**config.mk**
```make
export PLATFORM = sky130hd
export DESIGN_NAME = pwm_update_arb
export DESIGN_NICKNAME = d
export VERILOG_FILES = /design/src/rtl/pwm_update_arb_pkg.sv /design/src/rtl/pwm_rr_pick.sv /design/src/rtl/pwm_update_arb.sv
export SDC_FILE = /design/constraint.sdc
export NUM_CORES = 1
export LEC_CHECK = 0
export CORE_MARGIN = 2
export CORE_UTILIZATION = 40
export CTS_BUF_LIST = sky130_fd_sc_hd__clkbuf_2
export DETAILED_ROUTE_END_ITERATION = 6
export PLACE_DENSITY = 0.81
export SYNTH_ARGS = -nofsm -noshare
export SYNTH_HDL_FRONTEND = slang
export SYNTH_HIERARCHICAL = 1
export SYNTH_SLANG_ARGS = --single-unit
```
**constraint.sdc**
```tcl
create_clock -name fpga_clock -period 4.1 [get_ports fpga_clock]
set_clock_uncertainty 0.2 [all_clocks]
set_input_delay 0.82 -clock fpga_clock [delete_from_list [all_inputs] [get_ports fpga_clock]]
set_output_delay 0.82 -clock fpga_clock [all_outputs]
set_load 0.02 [all_outputs]
```
**src/rtl/pwm_update_arb_pkg.sv**
```systemverilog
// Shared types and constants for the PWM update arbiter.
package pwm_update_arb_pkg;

  typedef enum logic [1:0] {IDLE, GRANT, HOLD} state_e;

  localparam int NUM_CH_DEF  = 12;
  localparam int RATIO_W_DEF = 8;
  localparam int TIMEOUT_DEF = 255;
  localparam int CH_W        = 4;

  // Swerve-rotation group, served first when priority mode is built in.
  localparam int ROT_FIRST = 0;
  localparam int ROT_LAST  = 3;

  localparam int TMR_W = $clog2(TIMEOUT_DEF + 1);

  function automatic int tmr_width(input int timeout);
    return (timeout > TIMEOUT_DEF) ? $clog2(timeout + 1) : TMR_W;
  endfunction

endpackage

```
**src/rtl/pwm_rr_pick.sv**
```systemverilog
// Rotating-priority encoder: first set req bit strictly above 'last', wrapping.
module pwm_rr_pick
  import pwm_update_arb_pkg::*;
#(
  parameter int N = NUM_CH_DEF
) (
  input  logic [N-1:0]    req,
  input  logic [CH_W-1:0] last,
  output logic            found,
  output logic [CH_W-1:0] idx
);

  // Lowest wrapped candidate first, then any candidate above 'last' overrides it.
  always_comb begin
    found = 1'b0;
    idx   = '0;
    for (int j = N - 1; j >= 0; j--) begin
      if (req[j] && j <= int'(last)) begin
        found = 1'b1;
        idx   = CH_W'(j);
      end
    end
    for (int j = N - 1; j >= 0; j--) begin
      if (req[j] && j > int'(last)) begin
        found = 1'b1;
        idx   = CH_W'(j);
      end
    end
  end

endmodule

```
**src/rtl/pwm_update_arb.sv**
```systemverilog
// Round-robin grant sequencer from PWM update requests onto the ratio-load bus.
// Define PWM_UPDATE_ARB_PRIO_EN to give channels ROT_FIRST..ROT_LAST strict priority.
module pwm_update_arb
  import pwm_update_arb_pkg::*;
#(
  parameter int NUM_CH  = NUM_CH_DEF,
  parameter int RATIO_W = RATIO_W_DEF,
  parameter int TIMEOUT = TIMEOUT_DEF
) (
  input  logic                      fpga_clock,
  input  logic                      reset_n,
  input  logic [NUM_CH-1:0]         pwm_update,
  input  logic [NUM_CH*RATIO_W-1:0] ratio_in,
  output logic                      bus_valid,
  output logic [CH_W-1:0]           bus_ch,
  output logic [RATIO_W-1:0]        bus_ratio,
  input  logic                      bus_ack,
  output logic [NUM_CH-1:0]         pwm_done,
  output logic                      busy,
  output logic                      timeout_err,
  input  logic                      err_clear
);

  localparam int            TW       = tmr_width(TIMEOUT);
  localparam logic [TW-1:0] TMR_LAST = TW'(TIMEOUT - 1);

  state_e              state_q, state_d;
  logic                valid_q, valid_d;
  logic [CH_W-1:0]     ch_q, ch_d;
  logic [RATIO_W-1:0]  ratio_q, ratio_d;
  logic [NUM_CH-1:0]   done_q, done_d;
  logic                err_q, err_d;
  logic [TW-1:0]       timer_q, timer_d;

  logic                pick_found;
  logic [CH_W-1:0]     pick_idx;
  logic [RATIO_W-1:0]  ratio_arr [NUM_CH];

  always_comb begin
    for (int n = 0; n < NUM_CH; n++) ratio_arr[n] = ratio_in[n*RATIO_W +: RATIO_W];
  end

`ifdef PWM_UPDATE_ARB_PRIO_EN
  localparam int ROT_N = ROT_LAST - ROT_FIRST + 1;
  localparam int DRV_N = NUM_CH - ROT_N;

  logic [CH_W-1:0] last_rot_q, last_rot_d, last_drv_q, last_drv_d;
  logic [CH_W-1:0] rot_idx, drv_idx;
  logic            rot_found, drv_found;

  pwm_rr_pick #(.N(ROT_N)) u_pick_rot (
    .req(pwm_update[ROT_LAST:ROT_FIRST]), .last(last_rot_q), .found(rot_found), .idx(rot_idx)
  );
  pwm_rr_pick #(.N(DRV_N)) u_pick_drv (
    .req(pwm_update[NUM_CH-1:ROT_LAST+1]), .last(last_drv_q), .found(drv_found), .idx(drv_idx)
  );

  assign pick_found = rot_found | drv_found;
  assign pick_idx   = rot_found ? rot_idx + CH_W'(ROT_FIRST) : drv_idx + CH_W'(ROT_N);

  // Group pointers are kept relative to their own group.
  always_comb begin
    last_rot_d = last_rot_q;
    last_drv_d = last_drv_q;
    if (state_q == IDLE && pick_found) begin
      if (rot_found) last_rot_d = rot_idx;
      else           last_drv_d = drv_idx;
    end
  end

  always_ff @(posedge fpga_clock or negedge reset_n) begin
    if (!reset_n) begin
      last_rot_q <= CH_W'(ROT_N - 1);
      last_drv_q <= CH_W'(DRV_N - 1);
    end else begin
      last_rot_q <= last_rot_d;
      last_drv_q <= last_drv_d;
    end
  end
`else
  logic [CH_W-1:0] last_q, last_d;

  pwm_rr_pick #(.N(NUM_CH)) u_pick (
    .req(pwm_update), .last(last_q), .found(pick_found), .idx(pick_idx)
  );

  always_comb begin
    last_d = last_q;
    if (state_q == IDLE && pick_found) last_d = pick_idx;
  end

  always_ff @(posedge fpga_clock or negedge reset_n) begin
    if (!reset_n) last_q <= CH_W'(NUM_CH - 1);
    else          last_q <= last_d;
  end
`endif

  always_comb begin
    // NOTE: every _d takes its held value first, so no branch can leave one unassigned and infer a latch.
    state_d = state_q;
    valid_d = valid_q;
    ch_d    = ch_q;
    ratio_d = ratio_q;
    done_d  = '0;
    timer_d = timer_q;
    err_d   = err_q & ~err_clear;
    case (state_q)
      IDLE: begin
        if (pick_found) begin
          ch_d    = pick_idx;
          ratio_d = ratio_arr[pick_idx];
          valid_d = 1'b1;
          timer_d = '0;
          state_d = GRANT;
        end
      end
      GRANT: begin
        // An ack on the expiry cycle wins, so the error is only raised without one.
        if (bus_ack || timer_q == TMR_LAST) begin
          valid_d      = 1'b0;
          done_d[ch_q] = 1'b1;
          state_d      = HOLD;
          if (!bus_ack) err_d = 1'b1;
        end else begin
          timer_d = timer_q + 1'b1;
        end
      end
      HOLD:    state_d = IDLE;
      default: state_d = IDLE;
    endcase
  end

  // NOTE: sequential state uses non-blocking assignments so every flop samples pre-edge values.
  always_ff @(posedge fpga_clock or negedge reset_n) begin
    if (!reset_n) begin
      state_q <= IDLE;
      valid_q <= 1'b0;
      ch_q    <= '0;
      ratio_q <= '0;
      done_q  <= '0;
      err_q   <= 1'b0;
      timer_q <= '0;
    end else begin
      state_q <= state_d;
      valid_q <= valid_d;
      ch_q    <= ch_d;
      ratio_q <= ratio_d;
      done_q  <= done_d;
      err_q   <= err_d;
      timer_q <= timer_d;
    end
  end

  assign bus_valid   = valid_q;
  assign bus_ch      = ch_q;
  assign bus_ratio   = ratio_q;
  assign pwm_done    = done_q;
  assign busy        = (state_q != IDLE);
  assign timeout_err = err_q;

endmodule
```
; ---- After elaboration in Yosys (flattened, before gate mapping)
; Index checks and enable logic that the tools add are counted.
[word_totals]
reg_bits = 40
inputBits = 112
output_inout_bits = 27
word_cells = 139
[classes]
add_sub_neg = 1
order_cmp = 25
n_eq_ne = 5
mux = 65
n_bitwise = 3
reduce_logical = 32
[ops]
columns = op, count
row1 = 2-to-1 mux 4 bit, 23
row2 = binary-select mux 8 bit (select 4 bit), 1
row3 = 2-to-1 mux 8 bit, 4
row4 = 2-to-1 mux 1 bit, 29
row5 = logical AND 1 bit, 24
row6 = 2-to-1 mux 12 bit, 2
row7 = "greater-than comparator 3 x 4 -> 1 bit, first input constant", 4
row8 = "greater-than comparator 4 bit, first input constant", 4
row9 = "<= comparator 3 x 4 -> 1 bit, first input constant", 4
row10 = "<= comparator 4 bit, first input constant", 4
row11 = case mux 8 bit (2 select lines), 1
row12 = "adder 8 x 1 -> 8 bit, second input constant", 1
row13 = "equality test 8 bit, second input constant", 1
row14 = "greater-than comparator 2 x 4 -> 1 bit, first input constant", 2
row15 = "<= comparator 2 x 4 -> 1 bit, first input constant", 2
row16 = "!= test 2 bit, second input constant", 3
row17 = AND reduction 3 bit, 2
row18 = ">= comparator 5 bit, second input constant", 1
row19 = "less-than comparator 4 x 5 -> 1 bit, second input constant", 1
row20 = inverter 4 -> 5 bit, 1
row21 = demux 1 bit (select 4 bit), 1
row22 = ">= comparator 4 x 1 -> 1 bit, second input constant", 1
row23 = "greater-than comparator 1 x 4 -> 1 bit, first input constant", 1
row24 = "<= comparator 1 x 4 -> 1 bit, first input constant", 1
row25 = 10 further kinds, 13

; ---- Logic depth before layout (Yosys ltp)
; Gate-level depths: netlist of run 1.
[depth]
word_depth = 29
mapped_depth = 13
mapped_depth_nobuf = 9

; ---- Cells and area by module
; The synthesis of run 1 kept the hierarchy.
[by_module_without_submodules]
columns = mod, instances, cells_each, area_each_um2, seq_area_each_um2
row1 = pwm_update_arb, 1, 207, 2393.5, 979.7
row2 = pwm_rr_pick, 1, 113, 684.4, 0.0

; ---- Least setup slack after synthesis of run 1
; No wires, ideal clock.
[synth_timing]
kind = input-to-reg
from = input pwm_update[2]
to = register ratio_q[1], in the netlist bus_ratio[1]
setup_ns = 0.124
t_arrival_ns = 2.836
required_time_ns = 3.776
setup_slack_ns = 0.941
path_stages = 11
n_path_buf = 3
cell_sequence = clkbuf_1 > nor2b_1 > o21ai_0 > a21o_1 > a221oi_1 > o21ai_1 > buf_6 > buf_12 > mux4_2 > nor2b_1 > a211o_1
[synth_between]
elab_chain_len = 19
elab_cells_between_ends = 35
classes_between = 31 x mux / 1 x bitwise / 3 x reduce/logical
[synth_lines]
columns = item, line
row1 = from (decl), pwm_update_arb.sv:12  ; input logic [NUM_CH-1:0] pwm_update,
row2 = logical AND 1 bit, pwm_rr_pick.sv:18  ; if (req[j] && j <= int'(last)) begin
row3 = 2-to-1 mux 4 bit (3 in a row), pwm_rr_pick.sv:18
row4 = 2-to-1 mux 4 bit (9 in a row), pwm_rr_pick.sv:24  ; if (req[j] && j > int'(last)) begin
row5 = 2-to-1 mux 4 bit (*) (2 in a row), pwm_rr_pick.sv:24
row6 = named net pick_idx[0], pwm_update_arb.sv:36  ; logic [CH_W-1:0] pick_idx;
row7 = inverter 4 -> 5 bit (implied by the code) (*), pwm_update_arb.sv:111  ; ratio_d = ratio_arr[pick_idx];
row8 = binary-select mux 8 bit (select 4 bit) (*), pwm_update_arb.sv:111
row9 = 2-to-1 mux 8 bit (implied by the code) (*) (2 in a row), pwm_update_arb.sv:111
row10 = to (signal assigned), pwm_update_arb.sv:147  ; ratio_q <= ratio_d;
row11 = to (decl), pwm_update_arb.sv:30  ; logic [RATIO_W-1:0] ratio_q, ratio_d;
; Mark *: on every way through the listed nets, which the timed path passes. The rest lies on a longest branch. The select of a mux whose other input is x is not followed.
; A chain may end at the register's enable or synchronous reset.

; ---- Worst setup path after layout of run 1
[layout_timing]
from = input pwm_update[5]
to = register ratio_q[6], in the netlist bus_ratio[6]
[layout_between]
elab_chain_len = 22
elab_cells_between_ends = 41
classes_between = 37 x mux / 1 x bitwise / 3 x reduce/logical
[layout_lines]
columns = item, line
row1 = logical AND 1 bit, pwm_rr_pick.sv:18
row2 = 2-to-1 mux 4 bit (6 in a row), pwm_rr_pick.sv:18
row3 = 2-to-1 mux 4 bit (6 in a row), pwm_rr_pick.sv:24
row4 = 2-to-1 mux 4 bit (*) (5 in a row), pwm_rr_pick.sv:24
row5 = named net pick_idx[0], pwm_update_arb.sv:36
row6 = inverter 4 -> 5 bit (implied by the code) (*), pwm_update_arb.sv:111
row7 = binary-select mux 8 bit (select 4 bit) (*), pwm_update_arb.sv:111
row8 = 2-to-1 mux 8 bit (implied by the code) (*) (2 in a row), pwm_update_arb.sv:111
; Marked as above.

==> results of run 1 <==
[flip-flops by register name, summed over array words and instances (netlist names)]
| name | flops |
|---|---|
| state_q | 2 |
| timer_q | 8 |
| bus_valid | 1 |
| pwm_done | 12 |
| bus_ch | 3 |
| timeout_err | 1 |
| last_q | 4 |
| bus_ratio | 8 |
[power breakdown]
part           internal, uW  switching (uW)
logic                  1030             950
registers               505             178
clock network          43.8             135
total                  1580            1260
[cell families (layout without fill, tap and decap cells)]
logic type | after synthesis | count (layout) | share of synthesized area [%]
DFF | 39 | 39 | 31.8
AOI/OAI and AO/OA | 93 | 93 | 20.6
buffers and inverters | 34 | 168 | 7.03
muxes | 25 | 25 | 18.7
and+or+nand+nor | 127 | 127 | 21.0
adders and majority gates | 2 | 2 | 0.813
[worst max-delay path: stages]
cell and delay, ns:
sky130_fd_sc_hd__clkdlybuf4s50_1 0.64, sky130_fd_sc_hd__o21ai_0 0.12, sky130_fd_sc_hd__a211oi_1 0.31, sky130_fd_sc_hd__a41o_1 0.15
sky130_fd_sc_hd__a21oi_1 0.10, sky130_fd_sc_hd__o21ai_4 0.21, sky130_fd_sc_hd__buf_12 0.20, sky130_fd_sc_hd__mux4_1 0.57
sky130_fd_sc_hd__nor2b_1 0.15, sky130_fd_sc_hd__a211o_1 0.27
[final timing paths]
path | startpoint | end | slack [ns] | cells after the start
setup / recovery | pwm_update[5] | bus_ratio[6] | 0.65 | 10
hold reg to reg | bus_valid | bus_valid | 0.35 | 1
min in group fpga_clock | bus_valid | bus_valid | 0.35 | 1
max in group asynchronous | reset_n | bus_ratio[3] | 2.87 | 1
setup reg to reg | last_q[2] | bus_ratio[0] | 0.76 | 9
hold / removal | reset_n | pwm_done[4] | 0.30 | 1
[synth_stat cells, types with 2 or more instances]
cell type	number
sky130_fd_sc_hd__o211ai_1	2
sky130_fd_sc_hd__a21oi_1	23
sky130_fd_sc_hd__o21ai_0	12
sky130_fd_sc_hd__buf_6	2
sky130_fd_sc_hd__nor3b_2	2
sky130_fd_sc_hd__a2111oi_0	2
sky130_fd_sc_hd__dfrtp_1	36
sky130_fd_sc_hd__nand4_1	2
sky130_fd_sc_hd__nor2b_1	14
sky130_fd_sc_hd__a21o_1	5
sky130_fd_sc_hd__ha_1	2
sky130_fd_sc_hd__o21a_1	2
sky130_fd_sc_hd__mux4_1	7
sky130_fd_sc_hd__o31ai_1	5
sky130_fd_sc_hd__o21ai_1	9
sky130_fd_sc_hd__buf_2	5
sky130_fd_sc_hd__buf_4	3
sky130_fd_sc_hd__and3_1	3
sky130_fd_sc_hd__o2bb2ai_1	2
sky130_fd_sc_hd__mux4_2	17
sky130_fd_sc_hd__or3_1	3
sky130_fd_sc_hd__and2_1	2
sky130_fd_sc_hd__a211oi_1	3
sky130_fd_sc_hd__a21boi_1	2
sky130_fd_sc_hd__nor4_1	5
sky130_fd_sc_hd__nand2b_1	8
sky130_fd_sc_hd__a211o_1	8
sky130_fd_sc_hd__clkbuf_8	4
sky130_fd_sc_hd__clkbuf_1	6
sky130_fd_sc_hd__nand2_1	34
sky130_fd_sc_hd__nor2_1	23
sky130_fd_sc_hd__dfstp_2	3
sky130_fd_sc_hd__inv_1	12
sky130_fd_sc_hd__a221o_1	2
sky130_fd_sc_hd__nand3_1	13
sky130_fd_sc_hd__nor3_1	11
[stage by stage]
stage	hold slack (ns)	total power [uW]	area [um^2]
finish	0.301	2840	4550
global route	0.345	3060	4550
detailed placement	0.302	2670	4510
floorplan	0.250	2150	3080
global placement	0.281	2630	4510
CTS	0.305	2860	4550
[metal layers]
layer | part of all wire (%) | track usage [%] | routed length (um)
met1 | 43 | 28.2 | 3860
met2 | 51 | 36.2 | 4510
met3 | 5.8 | 3.20 | 522
met4 | 0.35 | 2.74 | 31
met5 | 0 | 0 | 0
[final cells by class]
cell class              instances  area (um^2)  area share (%)
multi-input cells             247         1900            41.6
repair buffers                147         1460            32.0
flip-flops and latches         39          980            21.5
well taps                      99          124            2.72
inverters                      13         48.8            1.07
clock buffers                   5         25.0           0.549
clock inverters                 3         23.8           0.522
==> results.py, run 1 <==
metrics = {
    "layout": {
        "synthToLayoutAreaGrowth_pct": 48.0,
        "final_common_cell": "sky130_fd_sc_hd__clkdlybuf4s50_1",
        "final_cells": 553,
        "core_occupancy_in_the_finished_layout_pct": 61.8,
        "design.final.nets": 567,
        "num_antenna_cells": 0,
        "layout-drive-gt1-share_pct": 11.0,
        "most-common-layout-cells": "sky130_fd_sc_hd__clkdlybuf4s50_1, sky130_fd_sc_hd__dfrtp_1, sky130_fd_sc_hd__nand2_1",
        "fillers": 645,
    },
    "global_routing": {
        "number_of_antenna_violations_at_the_first_check_in_global_routing": 0,
        "via_count_of_the_first_global_routing_pass": 2907,
        "globalRouteOverflowTotal": 0,
        "groute.usage.overall_pct": 20.8,
        "grt_start_max_net_pins": 40,
        "wire_length_of_the_first_global_routing_pass_um": 14200,
    },
    "setup_path": {
        "cp_data_required_time_ns": 4.20,
        "worstSetupStartpointType": "primary input",
        "cp-end-kind": "flip-flop",
        "arrival_ns": 3.55,
        "path_class": "primary input to flip-flop",
        "cp_max_fo": 19,
    },
    "route": {
        "vias": 3032,
        "routed_via_density": 5.48,
        "number_of_drc_markers_after_the_initial_detailed_route_iteration": 176,
        "post_drt_wl_per_cell_um": 16.1,
        "route.detailed.drc": 0,
        "routed_wirelength_um": 8930,
        "drt_first_pass_iters": 4,
        "antenna_violating_nets_post_route": 0,
    },
    "cts": {
        "cts-root-to-sink-buffers": 2,
        "cts.repair_timing.setup_buffer_count": 0,
        "cts-buffers-inserted": 5,
        "clock_tree_from_tritoncts": "built",
        "numClockSinks": 39,
        "total_of_hold_buffers_inserted_after_clock_tree_synthesis": 0,
        "cell_at_the_root_of_the_clock_tree": "sky130_fd_sc_hd__clkbuf_2",
        "clk_pin_slew_worst_paths_ns": 0.22,
        "cts-htree-levels": 2,
        "cts.repair.resized": 0,
        "clock_insertion_delay_worst_skew_ns": 0.38,
    },
    "sta": {
        "worstMarginPinSlew_ns": 0.869,
        "max-slew-margin-rel_pct": 41.6,
        "final_period_minus_worst_setup_slack_ns": 3.45,
        "maxClockFrequency_mhz": 290,
        "finalSetupViolCount": 0,
        "hold_viol_final": 0,
        "finalCritPeriodShare_pct": 84.1,
        "post-route-worst-setup-slack_ns": 0.651,
        "unrepaired_setup_endpoints_after_global_routing": "no",
        "post_route_setup_tns_ns": 0,
        "slew_viol_final": 0,
    },
    "power": {
        "vdd.ir_drop.worst_v": 0.000430,
        "power.static_leakage_uw": 0.00184,
        "power-per-cell-area_nw_per_um2": 623,
    },
    "floorplan": {
        "dieArea_um2": 8410,
        "io-pin-count": 139,
        "chipHeight_um": 91.7,
        "core_area_um2": 7370,
        "rows": 31,
        "start_util_pct": 41.8,
        "die-width_um": 91.7,
    },
    "synth": {
        "synthesis.area_per_instance_um2": 9.62,
        "synth_area_leader_cell": "sky130_fd_sc_hd__dfrtp_1",
        "synth_seq_area_share_pct": 31.8,
        "synth.yosys.warnings": 6,
        "netlist.area_leader.share_pct": 29.3,
        "synth.ff_latch_count": 39,
        "synth.distinct_cells": 62,
        "synth.net_count": 434,
        "synth_async_sr_flop_share_pct": 100,
        "synth_flop_cell": "sky130_fd_sc_hd__dfrtp_1",
        "syn_inst": 320,
        "synth_edf_count": 0,
        "ys_top_cells_by_area": "sky130_fd_sc_hd__dfrtp_1, sky130_fd_sc_hd__mux4_2, sky130_fd_sc_hd__mux4_1",
        "syn-cell-area_um2": 3080,
    },
    "min_path": {
        "holdCritPathClass": "primary input to asynchronous set/reset pin",
    },
    "place": {
        "placement.io_buffers": 138,
        "placement.setup.worst_slack_ns": 0.249,
        "gp_congestion": 0.896,
        "post_dp_hpwl_um": 7130,
        "placed_cells_incl_taps": 545,
    },
    "flow_run": {
        "maxCapViolations": 0,
    },
    "run_status": {
        "status": "finished clean",
    },
}
(Power assumes the default switching activity.)
==> inputs of run 2 (changes only) <==
--- a/config.mk
+++ b/config.mk
@@ -6,10 +6,10 @@
 export NUM_CORES = 1
 export LEC_CHECK = 0
 export CORE_MARGIN = 2
-export CORE_UTILIZATION = 40
+export CORE_UTILIZATION = 39
 export CTS_BUF_LIST = sky130_fd_sc_hd__clkbuf_2
 export DETAILED_ROUTE_END_ITERATION = 6
-export PLACE_DENSITY = 0.81
+export PLACE_DENSITY = 0.83
 export SYNTH_ARGS = -nofsm -noshare
 export SYNTH_HDL_FRONTEND = slang
 export SYNTH_HIERARCHICAL = 1
==> constraint.sdc (replaced) <==
create_clock -name fpga_clock -period 2.79 [get_ports fpga_clock]
set_clock_uncertainty 0.2 [all_clocks]
set_input_delay 0.558 -clock fpga_clock [delete_from_list [all_inputs] [get_ports fpga_clock]]
set_output_delay 0.558 -clock fpga_clock [all_outputs]
set_load 0.02 [all_outputs]
==> run 2 against run 1 <==
The run now ends with negative setup slack left. Power rose by 97%. Critical path depth rose by 2. Non-clock buffer count rose by 66. Cell count rose by 12%. Count of clock-buffer cells in the layout did not move. First-iteration DRC count rose by 69%. Setup slack got worse by 1.0 ns. Register-to-register slack got worse by 1.1 ns. Routed wire length rose by 32%. Largest cell class unchanged. Largest power group unchanged. Highest routed layer unchanged.
==> results.py, run 2 (same netlist as run 1, synthesis figures left out) <==
metrics = {
    "run_status": {
        "status": "finished with violations",
        "violations_in_the_final_reports": "negative setup slack",
    },
    "cts": {
        "clock_tree_from_tritoncts": "built",
        "cts-buffers-inserted": 5,
        "cell_at_the_root_of_the_clock_tree": "sky130_fd_sc_hd__clkbuf_2",
        "cts-htree-levels": 2,
        "total_of_hold_buffers_inserted_after_clock_tree_synthesis": 0,
        "cts-root-to-sink-buffers": 2,
        "numClockSinks": 39,
        "clk_pin_slew_worst_paths_ns": 0.23,
        "clock_insertion_delay_worst_skew_ns": 0.40,
    },
    "floorplan": {
        "dieArea_um2": 8620,
        "die-width_um": 92.8,
        "rows": 32,
        "core_area_um2": 7690,
        "io-pin-count": 139,
        "start_util_pct": 40.0,
        "chipHeight_um": 92.8,
    },
    "sta": {
        "slew_viol_final": 0,
        "maxClockFrequency_mhz": 319,
        "finalCritPeriodShare_pct": 112,
        "worstMarginPinSlew_ns": 0.851,
        "max-slew-margin-rel_pct": 43.3,
        "hold_viol_final": 0,
        "post_route_setup_tns_ns": -2.90,
        "post-route-worst-setup-slack_ns": -0.344,
        "unrepaired_setup_endpoints_after_global_routing": "yes",
        "finalSetupViolCount": 16,
        "final_period_minus_worst_setup_slack_ns": 3.13,
    },
    "place": {
        "gp_congestion": 0.903,
        "placement.io_buffers": 138,
        "post_dp_hpwl_um": 8550,
        "placement.setup.worst_slack_ns": -0.669,
    },
    "layout": {
        "most-common-layout-cells": "sky130_fd_sc_hd__clkdlybuf4s50_1, sky130_fd_sc_hd__buf_4, sky130_fd_sc_hd__dfrtp_1",
        "synthToLayoutAreaGrowth_pct": 73.7,
        "final_common_cell": "sky130_fd_sc_hd__clkdlybuf4s50_1",
        "design.final.nets": 633,
        "layout-drive-gt1-share_pct": 29.8,
        "largest_reg_flops": 12,
        "core_occupancy_in_the_finished_layout_pct": 69.5,
        "num_antenna_cells": 0,
    },
    "min_path": {
        "holdCritPathClass": "primary input to asynchronous set/reset pin",
    },
    "setup_path": {
        "cp_data_required_time_ns": 2.90,
        "worstSetupStartpointType": "flip-flop",
        "path_class": "flip-flop to flip-flop",
        "cp_max_fo": 6,
        "cp-end-kind": "flip-flop",
        "arrival_ns": 3.25,
    },
    "global_routing": {
        "number_of_antenna_violations_at_the_first_check_in_global_routing": 0,
        "grt_start_max_net_pins": 40,
        "globalRouteOverflowTotal": 0,
        "via_count_of_the_first_global_routing_pass": 3494,
        "groute.usage.overall_pct": 25.5,
        "wire_length_of_the_first_global_routing_pass_um": 17300,
    },
    "power": {
        "power-per-cell-area_nw_per_um2": 1040,
        "vdd.ir_drop.worst_v": 0.000573,
        "power.static_leakage_uw": 0.00223,
    },
    "route": {
        "antenna_violating_nets_post_route": 0,
        "route.detailed.drc": 0,
        "number_of_drc_markers_after_the_initial_detailed_route_iteration": 297,
        "routed_wirelength_um": 11800,
        "post_drt_wl_per_cell_um": 19.0,
        "drt_first_pass_iters": 5,
        "vias": 3583,
        "routed_via_density": 5.76,
    },
    "flow_run": {
        "maxCapViolations": 0,
    },
}
run 2: per-layer routing:
layer	track usage [%]	wire, um	up-vias	share of wire [%]
met2	44.8	6110	201	52
li1	-	-	1617	-
met4	7.72	306	0	2.6
met5	0	0	-	0
met3	4.64	874	27	7.4
met1	32.0	4500	1738	38
run 2: metrics by stage:
step | std cells | hold WS (ns) | cell area (um^2) | total power [uW]
after floorplan | 320 | 0.0624 | 3090 | 3180
after global placement | 593 | 0.272 | 4850 | 4260
after detailed placement | 593 | 0.281 | 4850 | 4310
after CTS | 609 | 0.0406 | 5060 | 5020
after global routing | 622 | 0.0695 | 5350 | 5880
final | 622 | 0.0236 | 5350 | 5590
run 2: power breakdown:
group / switching, uW / leakage, uW / total (uW) / internal (uW)
clock network: 210 / 0.0000256 / 274 / 64.4
logic: 1960 / 0.00171 / 4350 / 2390
registers: 214 / 0.000499 / 957 / 743
total: 2390 / 0.00223 / 5590 / 3200
run 2: critical path, cell delays in order (launching register included):
cell and delay (ns):
sky130_fd_sc_hd__dfstp_2 0.68, sky130_fd_sc_hd__buf_4 0.16, sky130_fd_sc_hd__inv_2 0.05, sky130_fd_sc_hd__a31oi_1 0.18
sky130_fd_sc_hd__o22ai_1 0.13, sky130_fd_sc_hd__a221oi_2 0.28, sky130_fd_sc_hd__buf_4 0.16, sky130_fd_sc_hd__o21ai_4 0.07
sky130_fd_sc_hd__buf_12 0.14, sky130_fd_sc_hd__buf_12 0.12, sky130_fd_sc_hd__buf_16 0.13, sky130_fd_sc_hd__mux4_2 0.42
sky130_fd_sc_hd__a211o_1 0.31
run 2: worst paths after layout:
| kind | from | endpoint | slack [ns] | depth (start not counted) |
|---|---|---|---|---|
| setup / recovery | last_q[1] | bus_ratio[6] | -0.34 | 12 |
| hold / removal | reset_n | bus_ch[3] | 0.02 | 1 |
| setup reg to reg | last_q[1] | bus_ratio[6] | -0.34 | 12 |
| hold reg to reg | bus_valid | bus_valid | 0.34 | 1 |
| max in group asynchronous | reset_n | last_q[2] | 1.79 | 1 |
| min in group fpga_clock | bus_valid | bus_valid | 0.34 | 1 |
run 2: timing repair:
item	CTS	global route
resized for setup	22	42
endpoints found under the setup margin	11	23
pin swaps	4	17
setup buffers	6	13
cloned	2	0
run 2: cell type report:
| cell class | count | area, um^2 |
|---|---|---|
| flip-flops and latches | 39 | 981 |
| multi-input cells | 247 | 2080 |
| inverters | 13 | 48.8 |
| well taps | 102 | 128 |
| fillers | 579 | 2340 |
| clock buffers | 5 | 25.0 |
| repair buffers | 213 | 2060 |
| clock inverters | 3 | 23.8 |
==> inputs of run 3 (changes only) <==
--- a/config.mk
+++ b/config.mk
@@ -14,3 +14,4 @@
 export SYNTH_HDL_FRONTEND = slang
 export SYNTH_HIERARCHICAL = 1
 export SYNTH_SLANG_ARGS = --single-unit
+export TNS_END_PERCENT = 1
==> run 3 against run 2 <==
The flow still finishes with violations (negative setup slack). Non-clock buffer count is 2 lower. Clock power rose by 28%. Sequential share of layout area grew 0.17 points. Register-to-register slack better by 0.10 ns. Critical path depth fell by 2. Sequential power decreased by 2.4%. Combinational power is 6.2% lower. Via count decreased by 3.4%. Global-route usage shrank 0.39 points. Maximum frequency rose by 2.9%.
==> results.py, run 3 (same netlist as run 1, synthesis figures left out) <==
metrics = {
    "run_status": {
        "status": "finished with violations",
        "violations_in_the_final_reports": "negative setup slack",
    },
    "cts": {
        "clk_pin_slew_worst_paths_ns": 0.22,
        "cts-buffers-inserted": 5,
        "clock_tree_from_tritoncts": "built",
        "cts-root-to-sink-buffers": 2,
        "numClockSinks": 39,
        "cell_at_the_root_of_the_clock_tree": "sky130_fd_sc_hd__clkbuf_2",
        "clock_insertion_delay_worst_skew_ns": 0.41,
        "cts-htree-levels": 2,
    },
    "sta": {
        "finalHoldWorstSlack_ns": 0.0104,
        "final_period_minus_worst_setup_slack_ns": 3.05,
        "slew_viol_final": 0,
        "worstMarginPinSlew_ns": 0.837,
        "post-route-worst-setup-slack_ns": -0.257,
        "unrepaired_setup_endpoints_after_global_routing": "yes",
        "finalSetupViolCount": 11,
        "maxClockFrequency_mhz": 328,
        "max-slew-margin-rel_pct": 44.2,
        "hold_viol_final": 0,
        "post_route_setup_tns_ns": -1.86,
        "finalCritPeriodShare_pct": 109,
    },
    "setup_path": {
        "reg2reg_setup_slack_ns": -0.24,
        "cp-end-kind": "flip-flop",
        "crit_path_top_delay_cell": "sky130_fd_sc_hd__clkdlybuf4s50_1",
        "worst_r2r_path_depth": 11,
        "worstReg2RegEnd": "bus_ratio[6]",
        "critPathMaxStageDelay_ns": 0.55,
        "arrival_ns": 3.18,
        "cp_max_fo": 8,
        "worstSetupStartpointType": "primary input",
        "critical_path.cell_chain": "clkdlybuf4s50_1, nor2b_1, o31ai_2, a21oi_4, o21ai_4, buf_12, mux4_2, nand2_2, a21oi_2, a211o_1",
        "setup.worst_path.end": "bus_ratio[6]",
        "worstSetupStartpoint": "pwm_update[6]",
        "critical_path.reg2reg.startpoint": "last_q[1]",
        "path_class": "primary input to flip-flop",
        "cp_data_required_time_ns": 2.92,
    },
    "route": {
        "antenna_violating_nets_post_route": 0,
        "routed_wirelength_um": 11200,
        "routed_via_density": 5.58,
        "route.detailed.drc": 0,
        "post_drt_wl_per_cell_um": 18.1,
        "number_of_drc_markers_after_the_initial_detailed_route_iteration": 199,
        "vias": 3460,
        "drt_first_pass_iters": 4,
    },
    "layout": {
        "synthToLayoutAreaGrowth_pct": 72.1,
        "seqCellArea_um2": 981,
        "num_antenna_cells": 0,
        "design.final.nets": 631,
        "layout-drive-gt1-share_pct": 28.2,
        "final_common_cell": "sky130_fd_sc_hd__clkdlybuf4s50_1",
        "most-common-layout-cells": "sky130_fd_sc_hd__clkdlybuf4s50_1, sky130_fd_sc_hd__buf_4, sky130_fd_sc_hd__dfrtp_1",
        "largest_reg_flops": 12,
        "core_occupancy_in_the_finished_layout_pct": 68.9,
        "fillers": 568,
        "multiInputGateArea_um2": 2050,
    },
    "place": {
        "post_dp_hpwl_um": 8620,
        "gp_congestion": 0.950,
        "placement.setup.worst_slack_ns": -0.837,
        "placement.io_buffers": 138,
    },
    "floorplan": {
        "rows": 32,
        "chipHeight_um": 92.8,
        "io-pin-count": 139,
        "die-width_um": 92.8,
        "dieArea_um2": 8620,
        "core_area_um2": 7690,
        "start_util_pct": 40.0,
    },
    "global_routing": {
        "wire_length_of_the_first_global_routing_pass_um": 16900,
        "globalRouteOverflowTotal": 0,
        "via_count_of_the_first_global_routing_pass": 3332,
        "grt_start_max_net_pins": 40,
        "number_of_antenna_violations_at_the_first_check_in_global_routing": 0,
        "groute.usage.overall_pct": 25.2,
    },
    "power": {
        "netSwitchingPower_uw": 2240,
        "p_seq_share_pct": 17.4,
        "vdd.ir_drop.worst_v": 0.000682,
        "int_pwr_uw": 3120,
        "power-per-cell-area_nw_per_um2": 1010,
        "power.static_leakage_uw": 0.00223,
        "power.combinational.fraction_pct": 76.0,
        "total_power_uw": 5360,
        "power.switching_fraction_pct": 41.7,
        "power.share.clock_pct": 6.6,
    },
    "min_path": {
        "holdCritPathClass": "primary input to asynchronous set/reset pin",
    },
    "flow_run": {
        "maxCapViolations": 0,
    },
}
==> run 3: cell count changes in the layout (fill, tap and decap cells not counted), moves of 3 or more <==
cell	change
sky130_fd_sc_hd__o21ai_0	+4
sky130_fd_sc_hd__nand2_1	+3
sky130_fd_sc_hd__o21ai_1	-4
sky130_fd_sc_hd__nor2b_1	-3
==> run 3: worst max-delay path, delay by kind of cell <==
family	cells	cell delay, ns
AO/OA/AOI/OAI	5	1.06
buffers and inverters	2	0.73
multiplexers	1	0.52
AND/OR/NAND/NOR	2	0.31
==> run 3: how the worst min path moves through the flow <==
stage                    from            to  slack [ns]  depth (start not counted)
global placement    bus_valid     bus_valid        0.27                          1
floorplan             reset_n     bus_ch[0]        0.06                          0
detailed placement  bus_valid     bus_valid        0.28                          1
finish                reset_n  pwm_done[11]        0.01                          1
global route          reset_n   pwm_done[9]        0.05                          1
CTS                   reset_n  bus_ratio[6]        0.04                          1
==> run 3: what timing repair did <==
item,4_1_cts,5_1_grt
gates cloned,1,0
setup endpoints to repair,9,17
buffers inserted,6,11
gates resized for setup,23,31
hold buffers,0,0
pin swaps,6,20
==> run 3: area by class of cell <==
cell class | count | share of cell area (%)
multi-input combinational | 247 | 38.8
timing repair buffer | 211 | 38.1
sequential | 39 | 18.5
tap | 102 | 2.41
inverter | 13 | 0.921
clock inverter | 3 | 0.827
clock buffer | 5 | 0.472
==> run 3: metrics by stage <==
step | instance area, um^2 | cells
floorplan | 3090 | 320
global placement | 4900 | 595
detailed placement | 4900 | 595
CTS | 5120 | 610
global route | 5300 | 620
finish | 5300 | 620
==> run 3: power groups by stage <==
| stage | logic [uW] | clock network (uW) | registers [uW] |
|---|---|---|---|
| after floorplan | 2170 | 0 | 1000 |
| after global placement | 3390 | 0 | 955 |
| after detailed placement | 3470 | 0 | 955 |
| after CTS | 3820 | 352 | 922 |
| after global routing | 4340 | 380 | 953 |
| final | 4080 | 352 | 934 |
==> run 3: metal layers <==
metal / vias to the layer above / share of wire (%) / GRT usage, %
met4: 0 / 1.8 / 8.21
li1: 1613 / - / -
met3: 15 / 6.8 / 4.23
met1: 1677 / 39 / 32.3
met2: 155 / 52 / 43.2
met5: - / 0 / 0
